$ cat src/rtl/dmem_pkg.sv
// rtl/dmem_pkg.sv - shared data memory sizes and sweep FSM encoding
package dmem_pkg;

  localparam int WORD_SIZE          = 10;
  localparam int DATA_MEM_SIZE      = 32;
  localparam int DATA_MEM_ADDR_SIZE = $clog2(DATA_MEM_SIZE);
  localparam int STARVE_CNT_W       = 4;

  // Word count widened by one bit so the range check is never a constant compare
  localparam logic [DATA_MEM_ADDR_SIZE:0] MEM_SIZE_EXT = DATA_MEM_SIZE[DATA_MEM_ADDR_SIZE:0];

  typedef enum logic [1:0] {
    ST_IDLE  = 2'd0,
    ST_CLEAR = 2'd1,
    ST_DONE  = 2'd2
  } sweep_state_e;

  // True when the address maps onto a real word of the array
  function automatic logic addr_in_range(input logic [DATA_MEM_ADDR_SIZE-1:0] addr);
    return {1'b0, addr} < MEM_SIZE_EXT;
  endfunction

endpackage

$ cat src/rtl/dmem_rr_guard.sv
// rtl/dmem_rr_guard.sv - fixed-priority grant with starvation guard for port 1
module dmem_rr_guard
  import dmem_pkg::*;
#(
  parameter int STARVE_LIM = 4
) (
  input  logic                    clk,
  input  logic                    reset,
  input  logic                    enable,
  input  logic                    p0_valid,
  input  logic                    p1_valid,
  output logic                    p0_ready,
  output logic                    p1_ready,
  output logic [STARVE_CNT_W-1:0] starve_cnt
);

  localparam logic [STARVE_CNT_W-1:0] LIM = STARVE_CNT_W'(STARVE_LIM);

  logic [STARVE_CNT_W-1:0] starve_cnt_q, starve_cnt_d;
  logic                    force1;

  // Grant decision and next starvation count; count is frozen while not enabled
  always_comb begin
    force1       = p1_valid && (starve_cnt_q == LIM);
    p0_ready     = enable && p0_valid && !force1;
    p1_ready     = enable && p1_valid && (!p0_valid || force1);
    starve_cnt_d = starve_cnt_q;
    if (enable) begin
      if (p1_valid && !p1_ready) begin
        starve_cnt_d = (starve_cnt_q == LIM) ? LIM : starve_cnt_q + 1'b1;
      end else begin
        starve_cnt_d = '0;
      end
    end
  end

  // Starvation counter register
  always_ff @(posedge clk) begin
    if (reset) begin
      starve_cnt_q <= '0;
    end else begin
      starve_cnt_q <= starve_cnt_d;
    end
  end

  assign starve_cnt = starve_cnt_q;

endmodule

$ cat src/rtl/dmem_arbiter.sv
// rtl/dmem_arbiter.sv - two-port arbiter over single-port data memory with zero sweep
module dmem_arbiter
  import dmem_pkg::*;
#(
  parameter int STARVE_LIM = 4
) (
  input  logic                          clk,
  input  logic                          reset,
  input  logic                          p0_valid,
  input  logic                          p0_we,
  input  logic [DATA_MEM_ADDR_SIZE-1:0] p0_addr,
  input  logic signed [WORD_SIZE-1:0]   p0_wdata,
  output logic                          p0_ready,
  output logic                          p0_rvalid,
  output logic signed [WORD_SIZE-1:0]   p0_rdata,
  input  logic                          p1_valid,
  input  logic                          p1_we,
  input  logic [DATA_MEM_ADDR_SIZE-1:0] p1_addr,
  input  logic signed [WORD_SIZE-1:0]   p1_wdata,
  output logic                          p1_ready,
  output logic                          p1_rvalid,
  output logic signed [WORD_SIZE-1:0]   p1_rdata,
  input  logic                          clear_start,
  output logic                          clear_busy,
  output logic                          clear_done
);

  localparam logic [DATA_MEM_ADDR_SIZE-1:0] LAST_ADDR = DATA_MEM_ADDR_SIZE'(DATA_MEM_SIZE - 1);

  logic signed [WORD_SIZE-1:0] mem [DATA_MEM_SIZE];

  sweep_state_e                  state_q, state_d;
  logic [DATA_MEM_ADDR_SIZE-1:0] sweep_addr_q, sweep_addr_d;
  logic                          p0_rvalid_q, p0_rvalid_d;
  logic                          p1_rvalid_q, p1_rvalid_d;
  logic signed [WORD_SIZE-1:0]   p0_rdata_q, p0_rdata_d;
  logic signed [WORD_SIZE-1:0]   p1_rdata_q, p1_rdata_d;

  logic                          mem_we;
  logic [DATA_MEM_ADDR_SIZE-1:0] mem_waddr;
  logic signed [WORD_SIZE-1:0]   mem_wdata;
  logic                          p0_xfer, p1_xfer;
  logic [STARVE_CNT_W-1:0]       starve_cnt;

  dmem_rr_guard #(
    .STARVE_LIM (STARVE_LIM)
  ) u_guard (
    .clk        (clk),
    .reset      (reset),
    .enable     (state_q == ST_IDLE),
    .p0_valid   (p0_valid),
    .p1_valid   (p1_valid),
    .p0_ready   (p0_ready),
    .p1_ready   (p1_ready),
    .starve_cnt (starve_cnt)
  );

  // Sweep FSM, the single memory write port and the registered read paths
  always_comb begin
    state_d      = state_q;
    sweep_addr_d = sweep_addr_q;
    mem_we       = 1'b0;
    mem_waddr    = p0_addr;
    mem_wdata    = p0_wdata;
    p0_xfer      = p0_valid && p0_ready;
    p1_xfer      = p1_valid && p1_ready;

    p0_rvalid_d  = p0_xfer && !p0_we;
    p1_rvalid_d  = p1_xfer && !p1_we;
    p0_rdata_d   = p0_rdata_q;
    p1_rdata_d   = p1_rdata_q;
    if (p0_rvalid_d) begin
      p0_rdata_d = addr_in_range(p0_addr) ? mem[p0_addr] : '0;
    end
    if (p1_rvalid_d) begin
      p1_rdata_d = addr_in_range(p1_addr) ? mem[p1_addr] : '0;
    end

    case (state_q)
      ST_IDLE: begin
        if (p0_xfer && p0_we && addr_in_range(p0_addr)) begin
          mem_we    = 1'b1;
          mem_waddr = p0_addr;
          mem_wdata = p0_wdata;
        end else if (p1_xfer && p1_we && addr_in_range(p1_addr)) begin
          mem_we    = 1'b1;
          mem_waddr = p1_addr;
          mem_wdata = p1_wdata;
        end
        if (clear_start) begin
          state_d      = ST_CLEAR;
          sweep_addr_d = '0;
        end
      end
      ST_CLEAR: begin
        mem_we    = 1'b1;
        mem_waddr = sweep_addr_q;
        mem_wdata = '0;
        if (sweep_addr_q == LAST_ADDR) begin
          state_d = ST_DONE;
        end else begin
          sweep_addr_d = sweep_addr_q + 1'b1;
        end
      end
      ST_DONE: begin
        state_d = ST_IDLE;
      end
      default: begin
        state_d = ST_IDLE;
      end
    endcase

    // A reset edge must not disturb the array, even mid-sweep
    if (reset) begin
      mem_we = 1'b0;
    end
  end

  // Control and read-data registers
  always_ff @(posedge clk) begin
    if (reset) begin
      state_q      <= ST_IDLE;
      sweep_addr_q <= '0;
      p0_rvalid_q  <= 1'b0;
      p1_rvalid_q  <= 1'b0;
      p0_rdata_q   <= '0;
      p1_rdata_q   <= '0;
    end else begin
      state_q      <= state_d;
      sweep_addr_q <= sweep_addr_d;
      p0_rvalid_q  <= p0_rvalid_d;
      p1_rvalid_q  <= p1_rvalid_d;
      p0_rdata_q   <= p0_rdata_d;
      p1_rdata_q   <= p1_rdata_d;
    end
  end

  // Storage array; contents survive reset
  always_ff @(posedge clk) begin
    if (mem_we) begin
      mem[mem_waddr] <= mem_wdata;
    end
  end

  assign p0_rvalid  = p0_rvalid_q;
  assign p1_rvalid  = p1_rvalid_q;
  assign p0_rdata   = p0_rdata_q;
  assign p1_rdata   = p1_rdata_q;
  assign clear_busy = (state_q == ST_CLEAR);
  assign clear_done = (state_q == ST_DONE);

endmodule

$ cat config.mk
export PLATFORM = sky130hd
export DESIGN_NAME = dmem_arbiter
export DESIGN_NICKNAME = d
export VERILOG_FILES = /design/src/rtl/dmem_pkg.sv /design/src/rtl/dmem_rr_guard.sv /design/src/rtl/dmem_arbiter.sv
export SDC_FILE = /design/constraint.sdc
export NUM_CORES = 1
export LEC_CHECK = 0
export BUFFER_PORTS_ARGS = -buffer_cell sky130_fd_sc_hd__buf_2
export CORE_MARGIN = 10
export CORE_UTILIZATION = 43
export DETAILED_ROUTE_END_ITERATION = 7
export PLACE_DENSITY = 0.59
export SLEW_MARGIN = 40
export SYNTH_ARGS = -nofsm -noshare
export SYNTH_HDL_FRONTEND = slang
export SYNTH_SLANG_ARGS = --single-unit
$ cat constraint.sdc
create_clock -name clk -period 4.15 [get_ports clk]
set_input_delay 0.2075 -clock clk [delete_from_list [all_inputs] [get_ports clk]]
set_output_delay 0.2075 -clock clk [all_outputs]
set_load 0.03 [all_outputs]
After elaboration in Yosys (flattened, before gate mapping)
Memories as Yosys holds them, arrays and structs flattened. A register that Yosys moved wholly into a read port is not among the register bits.
Index checks and enable logic that the tools add are counted.
Widths: inputs -> output; s select.
- register bits: 13
- bits in read-only memories: 0
- output and inout bits: 26
- latch bits: 0
- input port bits: 37
- bits in writable memories: 320
- memories: 1
- logic and storage cells: 57
- memory list (memory ; depth ; bits a word ; rd ports ; clocked after Yosys merged registers in ; wr ports ; line ; RTL):
    mem ; 32 ; 10 ; 2 ; 2 ; 1 ; dmem_arbiter.sv:30 ; logic signed [WORD_SIZE-1:0] mem [DATA_MEM_SIZE];
- reductions and logical operators: 22
- mux-type cells: 20
- shifts and indexed selects: 0
- bitwise logic cells: 0
- add/sub/neg operators: 2
- order comparisons: 0
- div/mod/pow operators: 0
- equality and inequality tests: 7
- multipliers: 0
- operators by type and width (kind ; number):
    $mux 10 ; 2
    $mux 5 ; 4
    $pmux 10 s2 ; 1
    $pmux 5 s2 ; 2
    $logic_and 1x1->1 ; 12
    $mux 4 ; 2
    $add 5x1->5 const B ; 1
    $eq 5x5->1 const B ; 1
    $logic_not 1->1 ; 5
    $mux 1 ; 5
    $add 4x1->4 const B ; 1
    $eq 4x3->1 const B ; 1
    $mux 2 ; 2
    $ne 2x2->1 const B ; 2
    $pmux 2 s2 ; 1
    $reduce_and 3->1 ; 1
    $eq 2x1->1 const B ; 1
    $eq 2x2->1 const B ; 1
    $logic_not 2->1 ; 1
    $ne 2x1->1 const B ; 1
    $pmux 1 s2 ; 1
    $reduce_and 2->1 ; 1
    $reduce_bool 2->1 ; 1
    $logic_or 1x1->1 ; 1

Logic depth before layout (Yosys ltp)
Gate-level depths: netlist of run 1.
- depth after elaboration: 12
- mapped depth: 9
- gate-level depth less buffers: 8

By module
Synthesis of run 1 repeated with hierarchy kept, for this count alone.
- cell total of the unflattened synthesis: 1259
- area total of the unflattened synthesis: 17169.0 um^2
- modules (own cells, without submodules) (module ; sequential area each (um^2) ; cells an instance ; area each (um^2) ; times used):
    dmem_arbiter ; 10189.8 ; 1229 ; 16921.2 ; 1
    dmem_rr_guard ; 80.1 ; 30 ; 247.7 ; 1

Worst setup path before layout of run 1
Ideal clock, no wire load.
- path type: register to register
- start point: register u_guard.starve_cnt_q[0] (netlist: u_guard.starve_cnt[0])
- end point: memory mem[0][0], data pin
- clock period less this slack: 3254 ps
- setup slack: 896 ps
- data arrival time: 2800 ps
- data required time: 3696 ps
- cell stages (with the launch flop): 8
- setup time: 454 ps
- buffers on the path: 1
- cells stage by stage: dfxtp_1 > inv_1 > ha_1 > nand3b_4 > a211oi_1 > clkbuf_1 > a22oi_1 > o21ai_0
- longest elaborated chain between the ends: 9
- elaborated cells on any way between the ends: 13
- classes of those cells: 1 x eq/ne; 3 x mux; 9 x reduce/logical
- RTL lines (what ; line ; RTL):
    start: declaration ; dmem_rr_guard.sv:19 ; logic [STARVE_CNT_W-1:0] starve_cnt_q, starve_cnt_d;
    start signal: assignment ; dmem_rr_guard.sv:42 ; starve_cnt_q <= starve_cnt_d;
    $eq 4x3->1 * ; dmem_rr_guard.sv:24 ; force1 = p1_valid && (starve_cnt_q == LIM);
    $logic_and 1x1->1 * ; dmem_rr_guard.sv:24 ;
    $logic_or 1x1->1 ; dmem_rr_guard.sv:26 ; p1_ready = enable && p1_valid && (!p0_valid || force1);
    $logic_and 1x1->1 ; dmem_rr_guard.sv:26 ;
    $logic_and 1x1->1 ; dmem_arbiter.sv:66 ; p1_xfer = p1_valid && p1_ready;
    $logic_and 1x1->1 ; dmem_arbiter.sv:85 ; end else if (p1_xfer && p1_we && addr_in_range(p1_addr)) begin
    $mux 10 ; dmem_arbiter.sv:85 ;
    $mux 10 * ; dmem_arbiter.sv:81 ; if (p0_xfer && p0_we && addr_in_range(p0_addr)) begin
    $pmux 10 s2 * ; dmem_arbiter.sv:79 ; case (state_q)
    named net mem_wdata[0] ; dmem_arbiter.sv:41 ; logic signed [WORD_SIZE-1:0] mem_wdata;
    end: declaration ; dmem_arbiter.sv:30 ;
The timed path passes the listed nets; every way through them passes the cells marked *.

Final worst setup path of run 1
- start point: register u_guard.starve_cnt_q[1] (netlist: u_guard.starve_cnt[1])
- end point: memory mem[29][9] (enable)
- longest elaborated chain between the ends: 12
- elaborated cells on any way between the ends: 19
- classes of those cells: 1 x eq/ne; 9 x mux; 9 x reduce/logical
- RTL lines (what ; line ; RTL):
    $eq 4x3->1 * ; dmem_rr_guard.sv:24 ;
    $logic_and 1x1->1 * ; dmem_rr_guard.sv:24 ;
    $logic_or 1x1->1 ; dmem_rr_guard.sv:26 ;
    $logic_and 1x1->1 ; dmem_rr_guard.sv:26 ;
    $logic_and 1x1->1 ; dmem_arbiter.sv:66 ;
    $logic_and 1x1->1 ; dmem_arbiter.sv:85 ;
    $mux 1 ; dmem_arbiter.sv:85 ;
    $mux 1 ; dmem_arbiter.sv:81 ;
    $pmux 1 s2 ; dmem_arbiter.sv:79 ;
    $mux 1 ; dmem_arbiter.sv:114 ; if (reset) begin
    $mux 1 ; dmem_arbiter.sv:140 ; if (mem_we) begin
    $mux 1 (implied by the code) ; dmem_arbiter.sv:141 ; mem[mem_waddr] <= mem_wdata;
Every way passes the cells marked *; elsewhere a longest branch is shown, timed or not.

==> flow_summary_export.csv, run 1 <==
group,metric,value,unit
worst_setup_path,crit_family,"compound AO/OA/AOI/OAI gates",
timing,layout_setup_ws,1.14,ns
logic_synthesis,synth_warnings,0,
timing,slew_viol_final,0,
pwr,vdd_drop_max,0.000246,V
timing,finalCritPeriodShare,72.5,%
logic_synthesis,syn-num-nets,1138,
route,drtAntennaViolNets,0,
logic_synthesis,yosys.area.top_type,"edfxtp_1",
clock_tree,clock_path_buffers,3,
grt,first_global_vias,10750,
pwr,pwr-share-seq,47.1,%
place,dp_slack,1.04,ns
grt,antenna_found_initial,0,
route,drtIter0Drc,1248,
clock_tree,h-tree-depth,2,
floorplan,die_y,220,um
final_layout,syn_to_final_growth,15.2,%
logic_synthesis,synthesis.area,17200,um2
logic_synthesis,ys_types,59,
pwr,finalPower,0.00848,W
clock_tree,clkSlewWorstSetupHoldPaths,0.06,ns
worst_setup_path,crit_required,4.44,ns
logic_synthesis,synth_seq_cells,353,
floorplan,initial_core_util,43.4,%
grt,grt_max_degree,58,
grt,grt_usage,21.2,%
worst_setup_path,critPathSlowestCell,"o21ai_2",
timing,hold_viol,0,
route,via_count,11115,
floorplan,design.core.area,39700,um2
clock_tree,cts_resized,0,
worst_setup_path,worstPathArrival,3.30,ns
worst_setup_path,endpoint_kind,"register",
route,drcViolationCount,0,
floorplan,rows,73,
route,drt-pass1-iter-count,5,
timing,final.setup.tns,0,ns
timing,clock_skew,0.0236,ns
route,via_per_inst,6.34,
pwr,combinationalPowerShare,11.1,%
logic_synthesis,ys.flop_type,"edfxtp_1",
clock_tree,cts_buffers,39,
route,routedWlPerCell,29.5,um
worst_setup_path,critPathMostFrequentCell,"buf_4",
floorplan,dieArea,48500,um2
pwr,switchingPower,0.00207,W
timing,slew_headroom,47.5,%
floorplan,die_w,220,um
timing,rsz0062_at_grt,"false",
clock_tree,cts_root_buffer,"clkbuf_16",
final_layout,final_cell_area,19900,um2
worst_setup_path,critical_path.cell_chain,"inv_1 -> ha_1 -> nand3b_4 -> a21o_1 -> a21oi_4 -> o21ai_2 -> buf_4 -> nor4_2 -> buf_4",
final_layout,final_nets,1241,
clock_tree,clkLatencyLatePin,0.55,ns
logic_synthesis,syn_avg_cell_area,15.7,um2
place,routabilityCongestion,0.927,
floorplan,io_pins,63,
pwr,power.share.clock,41.8,%
clock_tree,cts_hold_buf,0,
pwr,p_leak,6.83,nW
worst_setup_path,critPathLaunchType,"register",
logic_synthesis,synth_edf_count,320,
route,wirelength,51700,um
timing,timing.hold.ws,0.0300,ns
min_path,hold_path.class,"in2reg",
place,numPortBuffers,62,
logic_synthesis,ys_seq_area_share,59.6,%
run,cap_viol_max_count,0,
worst_setup_path,cp_max_fo,14,
worst_setup_path,slowest_delay,0.59,ns
pwr,internal_power,0.00640,W
final_layout,drive_above_1_share,31.0,%
clock_tree,cts_sinks,353,
timing,timing.fmax,332,MHz
logic_synthesis,netlist_instances,1097,
timing,min_period,3.01,ns
logic_synthesis,async_reset_ff_share,0,%
clock_tree,cts_tree,"built",
place,dp_hpwl,35800,um
logic_synthesis,yosysMostFrequentCell,"edfxtp_1",
clock_tree,cts_setup_buffers,0,
grt,overflow,0,
place,postPlaceCellArea,18500,um2
timing,worst_pin_slew,0.788,ns
timing,setup_viol,0,
pwr,cellPowerDensity,427,nW/um2
final_layout,diodes,0,
worst_setup_path,setup.worst_path.class,"reg2reg",
worst_setup_path,path_buf_inv,3,
logic_synthesis,synth_commonest_cells,"320 x edfxtp_1, 125 x mux2i_1, 94 x mux4_2",
run_status,status,"finished, final reports clean",
logic_synthesis,synth_top_area_share,55.7,%
logic_synthesis,synthTopCellsByArea,"edfxtp_1 56%, mux4_2 12%, mux2i_1 7.3%",
grt,grt_pass1_wl,75000,um
pwr,switching_share,24.5,%
==> area by class of cell <==
class	instances	area [um2]
tap	525	657
multi-input combinational	650	6600
clock buffer	45	1050
fill	3322	19900
inverter	9	33.8
timing repair buffer	147	991
clock inverter	25	259
sequential	353	10300
==> cell families after synthesis <==
| group | after synthesis | synth area share, % |
|---|---|---|
| simple gates | 202 | 7.37 |
| fa+ha+maj | 4 | 0.290 |
| buf+inv | 94 | 2.86 |
| compound gates | 210 | 9.43 |
| flops | 353 | 59.6 |
| mux | 233 | 20.4 |
| xor+xnor | 1 | 0.0508 |
==> power groups by stage <==
| stage | registers [W] | clock network, W | logic (W) |
|---|---|---|---|
| finish | 0.00399 | 0.00354 | 0.000942 |
| global route | 0.00400 | 0.00375 | 0.000992 |
| CTS | 0.00399 | 0.00359 | 0.000935 |
| detailed placement | 0.00407 | 0 | 0.000933 |
| global placement | 0.00407 | 0 | 0.000920 |
| floorplan | 0.00408 | 0 | 0.000554 |
==> worst paths after layout <==
check,start,slack (ns),endpoint,cells after the start
min,clear_start,0.03,sweep_addr_q[2],4
max,u_guard.starve_cnt[1],1.14,mem[29][9],9
max reg2reg,u_guard.starve_cnt[1],1.14,mem[29][9],9
min reg2reg,p1_rdata[3],0.46,p1_rdata[3],1
==> sequential cells by signal, summed over array words and instances, names as in the netlist <==
| name | flops |
|---|---|
| mem | 320 |
| p0_rdata | 10 |
| p0_rvalid | 1 |
| p1_rdata | 10 |
| p1_rvalid | 1 |
| state_q | 2 |
| sweep_addr_q | 5 |
| u_guard.starve_cnt | 4 |
==> stage by stage <==
step	cells	utilization, %
2_1_floorplan	1097	-
4_1_cts	1753	49.9
5_1_grt	1754	50.0
3_3_place_gp	1681	46.6
3_5_place_dp	1683	46.6
6_report	1754	50.0
==> layer usage <==
layer  track usage (%)  part of all wire, %
met4              6.39                  2.7
met2              32.4                   46
met3              5.28                  9.5
met5                 0                    0
met1              29.4                   41
==> layout by cell type, fill, tap and decap left out, types with 6 or more instances in the layout <==
cell type / instances
edfxtp_1: 320
mux2i_1: 125
mux4_2: 94
buf_4: 79
buf_2: 63
clkbuf_16: 41
nor2_1: 37
a221oi_1: 36
a21oi_1: 35
nor3_1: 32
nor4_2: 32
dfxtp_1: 31
nand2b_1: 24
a22oi_1: 24
nand2_1: 18
nand3_1: 17
a221o_1: 17
o21ai_0: 15
mux2_2: 14
o21ai_2: 10
a211o_1: 10
nand3b_1: 10
inv_1: 9
a211oi_1: 9
clkinv_1: 9
clkinv_2: 8
o22ai_1: 7
nor2b_1: 7
o221ai_1: 7
a31oi_1: 6
nor3b_1: 6
==> worst reg2reg max path, stage by stage (launching register included) <==
cell and delay [ns]:
dfxtp_1 0.39, inv_1 0.07, ha_1 0.25, nand3b_4 0.16
a21o_1 0.49, a21oi_4 0.19, o21ai_2 0.59, buf_4 0.34
nor4_2 0.08, buf_4 0.22
Note: power is estimated with default switching activity, not from simulation.
==> run 2, diff against run 1 <==
==> constraint.sdc (replaced) <==
create_clock -name clk -period 2.8 [get_ports clk]
set_input_delay 0.14 -clock clk [delete_from_list [all_inputs] [get_ports clk]]
set_output_delay 0.14 -clock clk [all_outputs]
set_load 0.03 [all_outputs]
==> run 2 against run 1 <==
Core utilization up 1.3 points. Global-route usage up 0.55 points. Wire length up 3.2%. Critical endpoint is now mem[14][5].
==> flow_summary_export.csv, run 2 (synthesis results as in run 1) <==
group,metric,value,unit
pwr,p_leak,7.08,nW
floorplan,initial_core_util,43.4,%
final_layout,final_common_cell,"edfxtp_1",
worst_setup_path,setup.worst_path.class,"reg2reg",
run_status,status,"finished, final reports clean",
grt,grt_pass1_wl,76700,um
clock_tree,cts_root_buffer,"clkbuf_16",
worst_setup_path,slowest_delay,0.37,ns
timing,hold_viol,0,
worst_setup_path,critPathSlowestCell,"nor4_4",
timing,slew_headroom,43.6,%
timing,timing.fmax,369,MHz
route,wirelength,53400,um
final_layout,syn_to_final_growth,18.3,%
floorplan,io_pins,63,
grt,first_global_vias,11058,
pwr,vdd_drop_max,0.000490,V
route,via_per_inst,6.28,
timing,min_period,2.71,ns
floorplan,design.core.area,39700,um2
route,drtIter0Drc,1265,
worst_setup_path,r2r-start,"u_guard.starve_cnt[0]",
grt,grt_max_degree,52,
route,via_count,11218,
clock_tree,clock_path_buffers,3,
route,routedWlPerCell,29.9,um
grt,grt_usage,21.8,%
floorplan,rows,73,
place,routabilityCongestion,0.950,
final_layout,mostFrequentLayoutCells,"320 x edfxtp_1, 125 x mux2i_1, 94 x mux4_2",
clock_tree,cts_sinks,353,
clock_tree,clkLatencyLatePin,0.55,ns
final_layout,final_nets,1271,
floorplan,die_y,220,um
clock_tree,h-tree-depth,2,
worst_setup_path,critical_path.cell_chain,"inv_1 -> ha_2 -> nand3b_4 -> a21o_2 -> a311oi_4 -> o211ai_2 -> buf_12 -> nor4_4 -> buf_4",
worst_setup_path,r2r_slack,0.09,ns
clock_tree,cts_setup_buffers,0,
route,drtAntennaViolNets,0,
final_layout,diodes,0,
final_layout,final_cell_area,20400,um2
route,drt-pass1-iter-count,6,
worst_setup_path,worstPathArrival,2.98,ns
place,postPlaceCellArea,19000,um2
worst_setup_path,critPathLaunchType,"register",
timing,finalCritPeriodShare,96.8,%
run,cap_viol_max_count,0,
min_path,worstHoldPathCells,3,
place,dp_hpwl,37400,um
worst_setup_path,timing.rr.end,"mem[14][5]",
worst_setup_path,cp_max_fo,16,
grt,overflow,0,
place,dp.cells,1712,
route,drcViolationCount,0,
worst_setup_path,endpoint_kind,"register",
floorplan,die_w,220,um
worst_setup_path,reg2reg_depth,9,
final_layout,final_cells,1786,
grt,antenna_found_initial,0,
pwr,cellPowerDensity,620,nW/um2
final_layout,top_register,"mem",
clock_tree,clkSlewWorstSetupHoldPaths,0.06,ns
timing,setup_viol,0,
timing,clock_skew,0.0259,ns
final_layout,drive_above_1_share,32.5,%
timing,worst_pin_slew,0.843,ns
min_path,hold_path.class,"in2reg",
min_path,min_to,"p1_rvalid",
min_path,hp-start,"p1_we",
pwr,finalPower,0.0127,W
clock_tree,cts_buffers,39,
place,numPortBuffers,62,
timing,slew_viol_final,0,
final_layout,largest_reg_flops,320,
floorplan,dieArea,48500,um2
worst_setup_path,crit_required,3.06,ns
clock_tree,cts_tree,"built",
[run 2: cell types whose count changed in the layout (fill, tap and decap cells not counted), moves of 3 or more]
| cell | before | now |
|---|---|---|
| buf_12 | 3 | 22 |
| buf_2 | 63 | 60 |
| buf_4 | 79 | 92 |
| clkbuf_1 | 3 | 12 |
| clkinv_1 | 9 | 2 |
| clkinv_2 | 8 | 4 |
| clkinv_4 | 0 | 4 |
| nor4_2 | 32 | 22 |
| nor4_4 | 0 | 10 |
[run 2: worst max path at each step]
| stage | cells after the start | slack [ns] | startpoint | endpoint |
|---|---|---|---|---|
| 2_1_floorplan | 8 | -0.37 | u_guard.starve_cnt[0] | mem[28][0] |
| 3_3_place_gp | 9 | 0.14 | u_guard.starve_cnt[0] | mem[14][6] |
| 3_5_place_dp | 8 | 0.10 | u_guard.starve_cnt[0] | mem[3][3] |
| 4_1_cts | 9 | 0.07 | u_guard.starve_cnt[0] | mem[14][5] |
| 5_1_grt | 9 | -0.01 | u_guard.starve_cnt[0] | mem[2][4] |
| 6_report | 9 | 0.09 | u_guard.starve_cnt[0] | mem[14][5] |
[run 2: layout make-up]
| class | instances | area [um2] |
|---|---|---|
| Sequential cell | 353 | 10300 |
| Timing Repair Buffer | 177 | 1460 |
| Clock inverter | 17 | 216 |
| Tap cell | 525 | 657 |
| Inverter | 9 | 33.8 |
| Clock buffer | 55 | 1090 |
| Fill cell | 3293 | 19300 |
| Multi-Input combinational cell | 650 | 6670 |
[run 2: worst max-delay path: cells and delay by family (launching register included)]
| kind | cells | cell delay [ns] |
|---|---|---|
| buffers and inverters | 3 | 0.51 |
| adders and majority gates | 1 | 0.24 |
| DFF | 1 | 0.32 |
| AOI/OAI and AO/OA | 3 | 0.81 |
| and+or+nand+nor | 2 | 0.52 |
[run 2: metrics by stage]
step	hold WS, ns	TNS [ns]	utilization, %	worst slack, ns
2_1_floorplan	0.334	-24.96	-	-0.370
3_3_place_gp	0.442	0	47.9	0.137
3_5_place_dp	0.457	0	47.9	0.101
4_1_cts	0.0130	0	51.2	0.0718
5_1_grt	0.0388	-0.0887	51.3	-0.0139
6_report	0.0344	0	51.3	0.0886
[run 2: timing repair]
action	CTS	global route
hold buffers	1	0
hold endpoints to repair	2	0
resized for setup	0	8
endpoints found under the setup margin	0	194
[run 2: power breakdown]
part	switching, W	total, W	internal (W)
logic	0.000997	0.00154	0.000543
clock network	0.00209	0.00520	0.00310
registers	0.0000369	0.00591	0.00588
[run 2: layer usage]
layer	vias up	wire length [um]	track usage, %
met5	-	0	0
met4	0	2090	8.35
met3	111	4850	5.65
met2	547	25600	34.8
met1	5719	20800	28.0
li1	4841	-	-
